`src/rtl/run_detect_scheduler.sv`:
```
// Round-robin scheduler that time-shares one external run detector between two requesters,
// serialising each granted word MSB first and collecting hit statistics from det_z_i.
module run_detect_scheduler #(
    parameter int unsigned WIDTH = 8,
    parameter int unsigned IDXW  = 3,
    parameter int unsigned CNTW  = 4
) (
    input  logic             clk_i,
    input  logic             rst_i,
    input  logic [1:0]       req_i,
    input  logic [WIDTH-1:0] data0_i,
    input  logic [WIDTH-1:0] data1_i,
    output logic [1:0]       grant_o,
    output logic             busy_o,
    output logic             det_clr_o,
    output logic             det_en_o,
    output logic             det_w_o,
    input  logic             det_z_i,
    output logic             done_o,
    output logic             done_id_o,
    output logic [CNTW-1:0]  hit_count_o,
    output logic [IDXW-1:0]  first_hit_o,
    output logic             first_vld_o
);

    typedef enum logic [2:0] {
        S_IDLE,
        S_CLEAR,
        S_SHIFT,
        S_CHECK,
        S_DONE
    } state_e;

    state_e state_q, state_d;

    logic             rr_last_q;
    logic             id_q;
    logic             win;
    logic [WIDTH-1:0] shreg_q;
    logic [IDXW-1:0]  idx_q;
    logic             last_bit;

    logic [CNTW-1:0]  cnt_q, cnt_d;
    logic [IDXW-1:0]  fhit_q, fhit_d;
    logic             fvld_q, fvld_d;

    logic             res_id_q;
    logic [CNTW-1:0]  res_cnt_q;
    logic [IDXW-1:0]  res_fhit_q;
    logic             res_fvld_q;

    // Sole requester wins outright; on a tie the one not served last time wins.
    always_comb begin
        win = ~rr_last_q;
        if (req_i == 2'b01)      win = 1'b0;
        else if (req_i == 2'b10) win = 1'b1;
    end

    assign last_bit = (idx_q == IDXW'(WIDTH - 1));

    always_comb begin
        cnt_d  = cnt_q;
        fhit_d = fhit_q;
        fvld_d = fvld_q;
        if (det_z_i) begin
            if (!fvld_q) begin
                fhit_d = idx_q;
                fvld_d = 1'b1;
            end
            if (cnt_q != '1) cnt_d = cnt_q + CNTW'(1);
        end
    end

    always_ff @(posedge clk_i or posedge rst_i) begin
        if (rst_i) state_q <= S_IDLE;
        else       state_q <= state_d;
    end

    always_comb begin
        state_d = state_q;
        unique case (state_q)
            S_IDLE:  if (req_i != 2'b00) state_d = S_CLEAR;
            S_CLEAR: state_d = S_SHIFT;
            S_SHIFT: state_d = S_CHECK;
            S_CHECK: state_d = last_bit ? S_DONE : S_SHIFT;
            S_DONE:  state_d = S_IDLE;
            default: state_d = S_IDLE;
        endcase
    end

    always_comb begin
        grant_o   = '0;
        busy_o    = (state_q != S_IDLE);
        det_clr_o = (state_q == S_CLEAR);
        det_en_o  = (state_q == S_SHIFT);
        det_w_o   = (state_q == S_SHIFT) && shreg_q[WIDTH-1];
        done_o    = (state_q == S_DONE);
        if (state_q != S_IDLE) grant_o = id_q ? 2'b10 : 2'b01;
    end

    // Accumulators run during the job; result registers only load on entry to DONE.
    always_ff @(posedge clk_i or posedge rst_i) begin
        if (rst_i) begin
            rr_last_q  <= 1'b1;
            id_q       <= 1'b0;
            shreg_q    <= '0;
            idx_q      <= '0;
            cnt_q      <= '0;
            fhit_q     <= '0;
            fvld_q     <= 1'b0;
            res_id_q   <= 1'b0;
            res_cnt_q  <= '0;
            res_fhit_q <= '0;
            res_fvld_q <= 1'b0;
        end else begin
            unique case (state_q)
                S_IDLE: begin
                    if (req_i != 2'b00) begin
                        id_q      <= win;
                        rr_last_q <= win;
                        shreg_q   <= win ? data1_i : data0_i;
                        idx_q     <= '0;
                        cnt_q     <= '0;
                        fhit_q    <= '0;
                        fvld_q    <= 1'b0;
                    end
                end
                S_SHIFT: shreg_q <= shreg_q << 1;
                S_CHECK: begin
                    cnt_q  <= cnt_d;
                    fhit_q <= fhit_d;
                    fvld_q <= fvld_d;
                    if (last_bit) begin
                        res_id_q   <= id_q;
                        res_cnt_q  <= cnt_d;
                        res_fhit_q <= fhit_d;
                        res_fvld_q <= fvld_d;
                    end else begin
                        idx_q <= idx_q + IDXW'(1);
                    end
                end
                default: ;
            endcase
        end
    end

    assign done_id_o   = res_id_q;
    assign hit_count_o = res_cnt_q;
    assign first_hit_o = res_fhit_q;
    assign first_vld_o = res_fvld_q;

endmodule

```
`config.mk`:
```
export PLATFORM = sky130hd
export DESIGN_NAME = run_detect_scheduler
export DESIGN_NICKNAME = d
export VERILOG_FILES = /design/src/rtl/run_detect_scheduler.sv
export SDC_FILE = /design/constraint.sdc
export NUM_CORES = 1
export LEC_CHECK = 0
export CORE_ASPECT_RATIO = 0.7
export CORE_MARGIN = 2
export CORE_UTILIZATION = 44
export DETAILED_ROUTE_END_ITERATION = 10
export PLACE_DENSITY = 0.7
export SYNTH_ARGS = -nofsm -noshare
export SYNTH_HDL_FRONTEND = slang
export SYNTH_SLANG_ARGS = --single-unit
```
`constraint.sdc`:
```
create_clock -name clk_i -period 1.4 [get_ports clk_i]
set_input_delay 0.14 -clock clk_i [delete_from_list [all_inputs] [get_ports clk_i]]
set_output_delay 0.14 -clock clk_i [all_outputs]
set_load 0.005 [all_outputs]
```
# Word level (Yosys, flattened, before mapping)
# Cells that the tools add are included.
[word_totals] regBits=33 latch_bits=0 mem_bits_rw=0 romBits=0 word_cells=59 memories=0
[op_classes] add_sub_neg=2 mul=0 div_mod_pow=0 order_cmp=0 eq_ne=10 shifts=0 muxes=23 bitwise_logic=1 reduce_logical=11
[ops] cell="2-to-1 mux 3 bit" count=6
[ops] cell="2-to-1 mux 8 bit" count=2
[ops] cell="one-hot mux 8 bit (2 select lines)" count=1
[ops] cell="2-to-1 mux 4 bit" count=3
[ops] cell="one-hot mux 3 bit (2 select lines)" count=2
[ops] cell="one-hot mux 3 bit (4 select lines)" count=1
[ops] cell="one-hot mux 4 bit (2 select lines)" count=1
[ops] cell="AND reduction 2 bit" count=4
[ops] cell="== test 3 x 2 -> 1 bit, second input constant" count=2
[ops] cell="== test 3 bit, second input constant" count=2
[ops] cell="nonzero test 2 bit" count=3
[ops] cell="adder 4 x 1 -> 4 bit, second input constant" count=1
[ops] cell="2-to-1 mux 1 bit" count=4
[ops] cell="2-to-1 mux 2 bit" count=2
[ops] cell="inequality test 2 bit, second input constant" count=2
[ops] cell="inequality test 4 bit, second input constant" count=1
[ops] cell="adder 3 x 1 -> 3 bit, second input constant" count=1
[ops] cell="== test 3 x 1 -> 1 bit, second input constant" count=1
[ops] cell="zero test 3 bit" count=1
[ops] cell="AND reduction 3 bit" count=1
[ops] cell="nonzero test 3 bit" count=1
[ops] cell="== test 2 x 1 -> 1 bit, second input constant" count=1
[ops] cell="== test 2 bit, second input constant" count=1
[ops] cell="one-hot mux 1 bit (2 select lines)" count=1
[ops] cell="other kinds (2)" count=2

# Longest topological paths before layout
[depth] word_depth=6 ltp_mapped=6 mapped_depth_nobuf=5

# Worst setup path before layout
# No wires, ideal clock.
[synth_path] path_type="register to register" startpoint="reg state_q[0]" endpoint="reg idx_q[2]" setup_ps=121 t_arrival_ps=1251 setup_slack_ps=28 stages_incl_launch_ff=7 n_path_buf=1 cell_sequence="dfrtp_1 > buf_6 > nor3_4 > inv_2 > o21ai_4 > nand2_2 > a22o_1"
[synth_between] elab_chain_len=3
[synth_lines] element="start, declared" line_no="34" source="state_e state_q, state_d;"
[synth_lines] element="start signal, assigned" line_no="76" source="else state_q <= state_d;"
[synth_lines] element="== test 3 x 2 -> 1 bit or zero test 3 bit (tied branches)" line_no="116" source="unique case (state_q)"
[synth_lines] element="inequality test 2 bit (no line) or nonzero test 2 bit (tied branches)"
[synth_lines] element="AND reduction 3 bit (no line)"
[synth_lines] element="end signal, assigned" line_no="139" source="idx_q <= idx_q + IDXW'(1);"
[synth_lines] element="end, declared" line_no="40" source="logic [IDXW-1:0] idx_q;"
# Several ways; a longest one is shown, not always the timed one.
# A chain may end at the register's enable or synchronous reset.

# Worst setup path after layout
[layout_path] startpoint="reg state_q[2]" endpoint="reg cnt_q[1]"
[layout_between] elab_chain_len=3
[layout_lines] element="== test 3 x 2 -> 1 bit or zero test 3 bit (tied branches)" line_no="116"
[layout_lines] element="nonzero test 2 bit (no line) or inequality test 2 bit (tied branches)"
[layout_lines] element="AND reduction 2 bit (no line)"
[layout_lines] element="end signal, assigned" line_no="130" source="cnt_q <= cnt_d;"
[layout_lines] element="end, declared" line_no="43" source="logic [CNTW-1:0] cnt_q, cnt_d;"
# Several ways; a longest one is shown, not always the timed one.

==> summary.txt <==
Worst setup path
  • R2R depth: 7
  • R2r setup slk: -0.20 ns
  • CP max FO: 4
  • Critical path origin: state_q[2]
  • Critical Path Start Type: flop
  • Max incr delay on CP: around 0.45 ns
  • Reg2reg start: state_q[2]
  • R2r endpoint: cnt_q[1]
  • Arr. time, crit path: 1.77 ns
  • Most frequent CP cell: buf_6
  • Worst Setup End Kind: flop
  • Worst path cell trace: nor3_4 -> inv_2 -> buf_6 -> buf_6 -> o21ai_4 -> o21ai_2 -> a32o_1
  • Type of the worst setup path: flop to flop
  • CP max-delay cell: dfrtp_2
  • Critical Path RT: 1.57 ns
  • Crit path to: cnt_q[1]

Synthesis
  • Cell variety after synth: 42
  • Post-synth EDFFs: 0
  • Leading register cell type out of synthesis: dfrtp_1
  • Synth async-reset ratio: 100%
  • Yosys warns: 0
  • Synthesized instance count: around 150
  • FF+latch count, synth: 33
  • Post-synthesis net count: between 150 and 200
  • Post-Syn Area: 1620 sq um
  • Syn Area/Cell: around 11 sq um
  • Sequential-to-total area share from yosys stat: between 50 and 60%

Global route
  • Total grt overflow: 0
  • Global-route wire length before repair: ~6.5 mm
  • Total track usage: between 20% and 30%
  • Vias in the first global route: 1387
  • Initial antenna violation count: 0
  • Pin count of the biggest net entering global routing: 34

Cells and area
  • N_diodes: 0
  • Finished Layout Cells: 280
  • Final core utilization: about three quarters
  • Final Cell Area: between 2000 and 3000 sq um
  • Layout cells sized above 1: a little over two fifths
  • Area delta synth->final: 62.2%
  • Nets: around 250
  • Most frequent cells in the layout: 29 x dfrtp_1, 29 x clkdlybuf4s50_1, 27 x buf_4
  • Number of fill cells in the layout: 233

Timing
  • Slew headroom: just over 70%
  • Final hold vios: 0
  • Final WS setup: -0.203 ns
  • # setup viols final: 37
  • Final Max Slew Viols: 0
  • Slew @ Worst Pin: around 0.44 ns
  • Unrepaired setup endpoints after global routing: yes
  • F_max: about 620 MHz
  • Final Critical Period: 1.60 ns
  • Period utilisation layout: 114%
  • Clk_skew: ~0.012 ns

CTS
  • Clock H-tree levels: 2
  • CTS max path bufs: 2
  • Clk_lat worst skew: 0.29 ns
  • CTS Sinks: 33
  • Clk root buf: clkbuf_8
  • Clock transition at path regs: roughly 0.08 ns
  • CTS tree: yes
  • Total CTS buffers: 5

Power and ir drop
  • Power per Cell Area: ~2100 nW/um^2
  • Leakage power: between 0.001 and 0.0015 uW
  • VDD IR-drop max: about 1200 uV

Flow run
  • Max cap viols: 0

Placement
  • Port Buffers: 36
  • Placed cells: 257
  • Pre-CTS WS: -0.238 ns
  • Placer Congestion: approximately 0.76
  • DP HPWL: 2.82 mm
  • Placement-stage cell area: roughly 2200 sq um

Floorplanning
  • IO Count: 37
  • Initial Util: between 40% and 50%
  • Die height: 54.8 um
  • Full die area: around 4200 sq um
  • Width of the die: roughly 77 um
  • Row cnt: 18
  • Core area: around 3500 sq um

Route
  • Wire length per cell: 16.8 um
  • Final wirelength: 4.70 mm
  • Post-route ant nets: 0
  • Number of DRC markers in iteration 0: 94
  • Routed via count: 1471
  • DR DRC count: 0
  • First-pass DRT Iterations: 4
  • Vias/cell: 5.25

Outcome
  • Status: finished with violations
  • Violated checks: negative setup slack

Worst hold path
  • Worst hold path type: input pin to asynchronous set/reset pin
-- layout make-up --
cell class | count | area (sq um) | area share, %
clock inverter | 1 | 5.00 | 0.190
timing repair buffer | 80 | 762 | 28.9
sequential | 33 | 831 | 31.5
tap | 50 | 62.6 | 2.38
multi-input combinational | 104 | 856 | 32.5
inverter | 5 | 21.3 | 0.808
clock buffer | 7 | 96.3 | 3.66
-- synth_stat cells, types with 2 or more instances --
master,number,area (sq um)
a22o_1,6,52.6
ha_1,3,37.5
nor3_1,2,10.0
nor3b_1,2,15.0
o21ai_0,18,90.1
o21ai_2,2,17.5
buf_4,3,22.5
nor2_1,11,41.3
mux2i_1,13,130
nand2_1,10,37.5
a31oi_1,3,18.8
inv_1,3,11.3
dfrtp_1,32,801
a22oi_1,7,52.6
inv_2,2,7.51
and2_1,2,12.5
a21oi_1,3,15.0
-- critical path, delay by kind of cell, from the launching register on --
family / cells / cell delay [ns]
AO/OA/AOI/OAI: 3 / 0.52
buffers and inverters: 3 / 0.30
flip-flops: 1 / 0.45
AND/OR/NAND/NOR: 1 / 0.22
-- logic make-up (layout without fill, tap and decap cells) --
logic type                 after synthesis  after routing  synth area share [%]
AOI/OAI and AO/OA                       46             46                  19.2
and+or+nand+nor                         39             39                  13.9
DFF                                     33             33                  50.9
muxes                                   15             15                  9.63
buffers and inverters                   10             93                  3.54
adders and majority gates                3              3                  2.31
xor gates and xnor gates                 1              1                 0.539
-- timing repair --
item | 4_1_cts | 5_1_grt
cloned | 0 | 1
resized for setup | 45 | 46
endpoints found under the setup margin | 34 | 36
pin swaps | 12 | 6
setup buffers | 7 | 7
hold buffers | 0 | 0
-- registers in the layout, summed over array words and instances, names as in the netlist --
signal / cells
first_vld_o: 1
fvld_q: 1
id_q: 1
cnt_q: 4
state_q: 3
idx_q: 3
shreg_q: 8
hit_count_o: 4
fhit_q: 3
rr_last_q: 1
done_id_o: 1
first_hit_o: 3
-- worst min-delay path by stage --
stage	start	end	slack, ns
4_1_cts	rst_i	fhit_q[1]	0.20
5_1_grt	rst_i	cnt_q[0]	0.24
3_3_place_gp	hit_count_o[0]	hit_count_o[0]	0.46
3_5_place_dp	hit_count_o[0]	hit_count_o[0]	0.47
6_report	rst_i	first_hit_o[2]	0.20
2_1_floorplan	rst_i	cnt_q[0]	0.27
-- power breakdown --
group | total, uW | switching, uW | internal, uW
combinational | 2880 | 1280 | 1600
clock | 807 | 362 | 445
sequential | 1760 | 376 | 1380
total | 5440 | 2020 | 3420
-- per-stage QoR --
stage | hold WS [ns] | total power (uW) | setup TNS, ns
floorplan | 0.268 | 2890 | 0
global placement | 0.462 | 3870 | -2.26
detailed placement | 0.470 | 3980 | -3.00
CTS | 0.199 | 4970 | -1.69
global route | 0.241 | 5760 | -5.82
finish | 0.200 | 5440 | -3.93
-- layer usage --
layer | global-route usage [%] | wire, um | share of wire (%) | vias to the layer above
met3 | 4.95 | 160 | 3.4 | 4
met4 | 8.18 | 29 | 0.62 | 0
li1 | - | - | - | 701
met1 | 26.2 | 2110 | 45 | 730
met5 | 0 | 0 | 0 | -
met2 | 35.1 | 2400 | 51 | 36
No activity file was read; power rests on OpenSTA's default activity.
